--- config.mk ---
export PLATFORM = sky130hd
export DESIGN_NAME = serial_addsub_unit
export DESIGN_NICKNAME = d
export VERILOG_FILES = /design/src/rtl/serial_addsub_unit.sv
export SDC_FILE = /design/constraint.sdc
export NUM_CORES = 1
export LEC_CHECK = 0
export ABC_CLOCK_PERIOD_IN_PS = 1300
export CORE_AREA = 2 2 63 65
export CTS_CLUSTER_DIAMETER = 40
export CTS_CLUSTER_SIZE = 30
export DETAILED_ROUTE_END_ITERATION = 16
export DIE_AREA = 0 0 65 67
export PLACE_DENSITY = 0.73
export SYNTH_ARGS = -nofsm -noshare
export SYNTH_HDL_FRONTEND = slang
export SYNTH_SLANG_ARGS = --single-unit
--- constraint.sdc ---
create_clock -name clk -period 1.3 [get_ports clk]
set_input_delay 0.26 -clock clk [delete_from_list [all_inputs] [get_ports clk]]
set_output_delay 0.26 -clock clk [all_outputs]
set_load 0.02 [all_outputs]
--- src/rtl/serial_addsub_unit.sv ---
// Bit-serial add/subtract engine: one result bit per clock, LSB first, built from two
// chained half-adder evaluations and a registered carry, with valid/ready on both sides.
module serial_addsub_unit #(
    parameter int WIDTH = 8
) (
    input  logic             clk,
    input  logic             rst_n,
    input  logic             in_valid,
    output logic             in_ready,
    input  logic [WIDTH-1:0] a,
    input  logic [WIDTH-1:0] b,
    input  logic             cin,
    input  logic             sub,
    output logic             out_valid,
    input  logic             out_ready,
    output logic [WIDTH-1:0] sum,
    output logic             cout,
    output logic             ovf,
    output logic             busy
);

    localparam int CNT_W = $clog2(WIDTH);

    typedef enum logic [1:0] {
        IDLE = 2'd0,
        RUN  = 2'd1,
        DONE = 2'd2
    } state_t;

    state_t state, state_nxt;

    logic [WIDTH-1:0] a_sh;
    logic [WIDTH-1:0] b_sh;
    logic [WIDTH-1:0] res;
    logic [CNT_W-1:0] cnt;
    logic             carry;
    logic             c_msb_in;
    logic             cout_q;
    logic             ovf_q;

    logic h1, g1, s_bit, g2, carry_nxt;
    logic last_bit, msb_in_bit;

    // Two half-adder stages: operand bits first, then the running carry.
    always_comb begin
        h1        = a_sh[0] ^ b_sh[0];
        g1        = a_sh[0] & b_sh[0];
        s_bit     = h1 ^ carry;
        g2        = h1 & carry;
        carry_nxt = g1 | g2;
    end

    assign last_bit   = (cnt == CNT_W'(WIDTH - 1));
    assign msb_in_bit = (cnt == CNT_W'(WIDTH - 2));

    always_ff @(posedge clk or negedge rst_n) begin
        if (!rst_n) begin
            state <= IDLE;
        end else begin
            state <= state_nxt;
        end
    end

    always_comb begin
        state_nxt = state;
        in_ready  = 1'b0;
        out_valid = 1'b0;
        busy      = 1'b0;
        case (state)
            IDLE: begin
                in_ready = 1'b1;
                if (in_valid) begin
                    state_nxt = RUN;
                end
            end
            RUN: begin
                busy = 1'b1;
                if (last_bit) begin
                    state_nxt = DONE;
                end
            end
            DONE: begin
                busy      = 1'b1;
                out_valid = 1'b1;
                if (out_ready) begin
                    state_nxt = IDLE;
                end
            end
            default: begin
                state_nxt = IDLE;
            end
        endcase
    end

    always_ff @(posedge clk or negedge rst_n) begin
        if (!rst_n) begin
            a_sh     <= '0;
            b_sh     <= '0;
            res      <= '0;
            cnt      <= '0;
            carry    <= 1'b0;
            c_msb_in <= 1'b0;
            cout_q   <= 1'b0;
            ovf_q    <= 1'b0;
        end else begin
            case (state)
                IDLE: begin
                    if (in_valid) begin
                        // Subtraction is A + ~B + 1; the +1 rides in on the initial carry.
                        a_sh  <= a;
                        b_sh  <= sub ? ~b : b;
                        carry <= sub ? 1'b1 : cin;
                        cnt   <= '0;
                    end
                end
                RUN: begin
                    carry <= carry_nxt;
                    res   <= {s_bit, res[WIDTH-1:1]};
                    a_sh  <= a_sh >> 1;
                    b_sh  <= b_sh >> 1;
                    cnt   <= cnt + CNT_W'(1);
                    if (msb_in_bit) begin
                        c_msb_in <= carry_nxt;
                    end
                    if (last_bit) begin
                        cout_q <= carry_nxt;
                        ovf_q  <= c_msb_in ^ carry_nxt;
                    end
                end
                default: begin
                end
            endcase
        end
    end

    assign sum  = res;
    assign cout = cout_q;
    assign ovf  = ovf_q;

endmodule

Yosys cells after proc, flatten, opt, wreduce, memory -nomap -nowiden. Cells that the tools add are included. Widths: inputs -> output; s select.

Reductions and logical operators: 7. Eq/ne operators: 7. Bitwise gates (word level): 7. Add/subtract/negate cells: 1. Mux-type cells: 17.

Operators with widths (number): $pmux 8 s2 (2); $mux 8 (3); $not 8->8 (1); $eq 3x3->1 const B (2); $mux 2 (3); $ne 2x2->1 const B (3); $pmux 2 s3 (1); $pmux 3 s2 (1); $reduce_and 2->1 (3); $mux 1 (5); $add 3x1->3 const B (1); $mux 3 (1); $reduce_and 3->1 (1); $xor 1x1->1 (3); $and 1x1->1 (2); $eq 2x1->1 const B (1); $eq 2x2->1 const B (1); $logic_not 2->1 (1); $pmux 1 s2 (1); $reduce_bool 2->1 (1); $reduce_or 2->1 (1); $or 1x1->1 (1).

Word-level logic and storage cells: 48. Bits in registers: 33. Bits of input ports: 22. Output and inout bits: 13.

Logic depth before layout (Yosys ltp).
Depth in word-level cells: 4. Gate-level depth with buffers: 6. Depth with buffers taken out: 5.

Least setup slack after synthesis. No wires, ideal clock.

Path kind: register -> register. Start point: reg state[0]. End point: reg a_sh[2]. Cell stages (with the launch flop): 6. Library setup time: 124 ps. Arrival time: 1489 ps. Path buffers: 1. Setup slack: -313 ps. Data required time: 1176 ps. Period minus slack after synthesis: 1613 ps. Path through: dfrtp_1 inv_1 ha_1 mux2i_4 buf_2 o21ai_1.

Longest elaborated chain between the ends: 3. Elaborated cells on any way between the ends: 6. Those cells by class: eq/ne (2); mux (1); reduce/logical (3).

RTL lines: start: declaration (line 30) `state_t state, state_nxt;`; start signal: assignment (line 60) `state <= state_nxt;`; $eq 2x1->1 or $logic_not 2->1 (tied branches) (line 106) `case (state)`; $reduce_bool 2->1 (no source line) or $ne 2x2->1 (tied branches); $reduce_and 2->1 (no source line); end signal: assignment (line 119) `a_sh <= a_sh >> 1;`; end: declaration (line 32) `logic [WIDTH-1:0] a_sh;`.

Several ways; a longest one is shown, not always the timed one. A chain may end at the register's enable or synchronous reset.

Worst setup path after layout.
Start point: reg state[0]. End point: reg b_sh[1].

Longest elaborated chain between the ends: 3. Elaborated cells on any way between the ends: 6. Those cells by class: eq/ne (2); mux (1); reduce/logical (3).

RTL lines: $eq 2x1->1 or $logic_not 2->1 (tied branches) (line 106); $reduce_bool 2->1 (no source line) or $ne 2x2->1 (tied branches); $reduce_and 2->1 (no source line); end signal: assignment (line 111) `b_sh <= sub ? ~b : b;`; end signal: assignment (line 120) `b_sh <= b_sh >> 1;`; end: declaration (line 33) `logic [WIDTH-1:0] b_sh;`.

Several ways; a longest one is shown, not always the timed one.

==> metrics <==
Port Buffers=34; Psw=approximately 2.7 mW; layer with the highest usage=met2; die width=around 65 um; combinational power share=62.7%; Worst-Skew Late Latency=between 0.2 and 0.3 ns; gpl congestion=0.8519; most frequent cells in the layout=dfrtp_1 (33), clkdlybuf4s50_1 (21), buf_4 (18); Routed Antenna Nets=0; sequential element share of the synthesized area=51.44%; Static Leak=approximately 1.2 nW; area added between synthesis and finish=64.46%; first-pass GRT wire length=6375 um; syn_nets=167; post-route minimum period=between 1.5 and 2 ns; H-tree levels=2; CP cell instances=buf_6, ha_4, mux2i_4, buf_6, clkbuf_16, nand2_2, o21ai_1; Final period util=115.8%; layout cells sized above 1=a little over two fifths; slowest cell delay on critical path=about 0.4 ns; Post-Syn Area per Cell=11.63 um^2; pin count of the biggest net entering global routing=34; GR Util All Layers=19.93%; critical path launch point type=register; Crit path top cell by count=buf_6; RSZ-0062 raised after global routing=yes; num rows=22; final hold vios=0; most common cell after layout, fill and taps aside=dfrtp_1; Arrival @ worst endpoint=1.71 ns; antenna violations before repair=0; Flop pwr share=~27%; vias in the first global route=around 1400; ANT cells=0; Post-Syn Instances=around 140; final-report setup violation count=35; CTS tree=yes; Clock Pin Slew Worst Setup and Hold Paths=around 0.060 ns; Root Driver=clkbuf_8; peak supply drop=~1200 uV; die area=~4400 um^2; Post-DP HPWL=about 2400 um; via count=1275; CP Capture Type=register; Initial Utilization=44.52%; CP Class=reg2reg; fin. max-slew vios=0; Distinct cells, synth=24; clk sinks=33; drt pass-1 iters=4; Internal Pwr Total=approximately 4.4 mW; WL final=just over 4000 um; status=finished with violations; remaining global-route overflow=0; wire per inst=about 16 um; Slew HR=82.44%; fin cells=about 260; Post-route DRC=0; DP Area=between 2000 and 2500 um^2; Yosys reg bits=33; clock buffer depth=2; Core ar.=3606 um^2; TritonCTS buffer count=5; Cell Pwr Density=between 2000 and 3000 nW/um^2; Boundary Pins=35; failing checks=negative setup slack; Final #Nets=between 200 and 250; min-delay worst type=in2async; CP max stage cell=dfrtp_1; CP max FO=6; Final Skew=between 0.005 and 0.006 ns; drt via density=roughly 5; Crit path required time=~1.5 ns; Switching Fraction=38.10%; M2 GR Usage=35.95%; Final Cell Area=approximately 2600 um^2; GR Util met1=a little over a fifth; number of DRC markers in iteration 0=38; Ys Warns=0; # hold bufs at CTS=0; MaxCap Viol Count=0; GRT met3 Usage=a little over 4%; Cell Area, Synth=between 1500 and 2000 um^2; Final WS setup=-0.2050 ns; worst-margin pin slew=between 0.2 and 0.3 ns; dpl cells=231; Clock power frac=10.2%; Chip Height=between 60 and 70 um; Max Freq=664.5 MHz
## critical path: cells and delay by family (launching register included)
kind | cells | cell delay [ns]
simple gates | 1 | 0.04
buf+inv | 3 | 0.45
fa+ha+maj | 1 | 0.20
compound gates | 1 | 0.07
mux | 1 | 0.25
flops | 1 | 0.40
## kinds of logic (layout without fill, tap and decap cells)
family	after synthesis	in the layout	share of synthesized area (%)
buffers and inverters	11	80	3.974
flip-flops	33	33	51.44
adder cells (fa/ha/maj)	7	7	5.924
AND/OR/NAND/NOR	27	27	7.327
XOR/XNOR	9	9	4.911
multiplexers	26	26	17.85
AO/OA/AOI/OAI	25	25	8.574
## timing repair
action	CTS	global route
endpoints found under the setup margin	46	35
pin swaps	6	6
hold endpoints to repair	0	0
cloned	3	1
buffers inserted	12	4
gates resized for setup	61	28
## per-layer routing
metal	wire length (um)	vias to the layer above
met1	1651	622
met5	0	-
met2	2090	36
met3	166	11
li1	-	606
met4	122	0
## synthesized netlist by cell type
| master | count | share of area, % |
|---|---|---|
| nand2b_1 | 2 | 0.78 |
| mux2i_1 | 14 | 8.7 |
| buf_2 | 3 | 0.94 |
| nand2_1 | 22 | 5.1 |
| inv_1 | 3 | 0.70 |
| o211ai_1 | 1 | 0.47 |
| xor2_1 | 7 | 3.8 |
| a32o_1 | 1 | 0.62 |
| o21ai_1 | 19 | 5.9 |
| xnor2_1 | 2 | 1.1 |
| mux2i_4 | 1 | 1.4 |
| a31oi_1 | 2 | 0.78 |
| nand3_2 | 1 | 0.62 |
| mux2_1 | 11 | 7.7 |
| nand2_2 | 1 | 0.39 |
| o31ai_1 | 1 | 0.47 |
| inv_2 | 1 | 0.23 |
| buf_4 | 3 | 1.4 |
| or3_1 | 1 | 0.39 |
| o21ai_0 | 1 | 0.31 |
| ha_1 | 6 | 4.7 |
| dfrtp_1 | 33 | 51 |
| fa_1 | 1 | 1.2 |
| buf_6 | 1 | 0.70 |
## registers in the layout, summed over array words and instances, names as in the netlist
register  count
a_sh          8
b_sh          8
c_msb_in      1
carry         1
cnt           3
cout          1
ovf           1
state         2
sum           8
## stage by stage
step | util (%) | total power, mW | worst slack [ns] | setup TNS, ns | hold slack, ns
final | 73.21 | 7.062 | -0.2050 | -4.689 | 0.3502
after global routing | 73.21 | 7.472 | -0.2740 | -6.400 | 0.3768
after CTS | 70.37 | 6.592 | -0.1734 | -3.298 | 0.3572
after detailed placement | 60.31 | 4.837 | -0.2454 | -5.701 | 0.4738
after global placement | 60.31 | 4.655 | -0.2097 | -3.875 | 0.4669
after floorplan | - | 3.716 | -0.08568 | -1.541 | -0.03559
## final cells by class
type,instances,area [um^2]
clock buffer,8,80.08
fill,232,965.9
inverter,4,20.02
multi-input combinational,94,932.1
sequential,33,825.8
tap,48,60.06
timing repair buffer,68,721.9
## power groups by stage
stage	Clock, mW	Sequential (mW)	Combinational, mW
global route	0.790	1.97	4.71
floorplan	0	1.98	1.73
CTS	0.735	1.84	4.01
detailed placement	0	1.84	3.00
finish	0.723	1.91	4.43
global placement	0	1.80	2.85
## path summary, 6_finish.rpt
kind | startpoint | to | slack [ns] | cells after the start
worst max-delay path | state[0]$_DFFE_PN0P_ | b_sh[1]$_DFFE_PN0P_ | -0.20 | 7
worst min-delay path | rst_n | sum[2]$_DFFE_PN0P_ | 0.35 | 2
worst max register to register | state[0]$_DFFE_PN0P_ | b_sh[1]$_DFFE_PN0P_ | -0.20 | 7
worst min register to register | ovf$_DFFE_PN0P_ | ovf$_DFFE_PN0P_ | 0.49 | 2
max in group asynchronous | rst_n | a_sh[7]$_DFFE_PN0P_ | 0.78 | 2
min in group clk | ovf$_DFFE_PN0P_ | ovf$_DFFE_PN0P_ | 0.49 | 2
(Power assumes the default switching activity.)
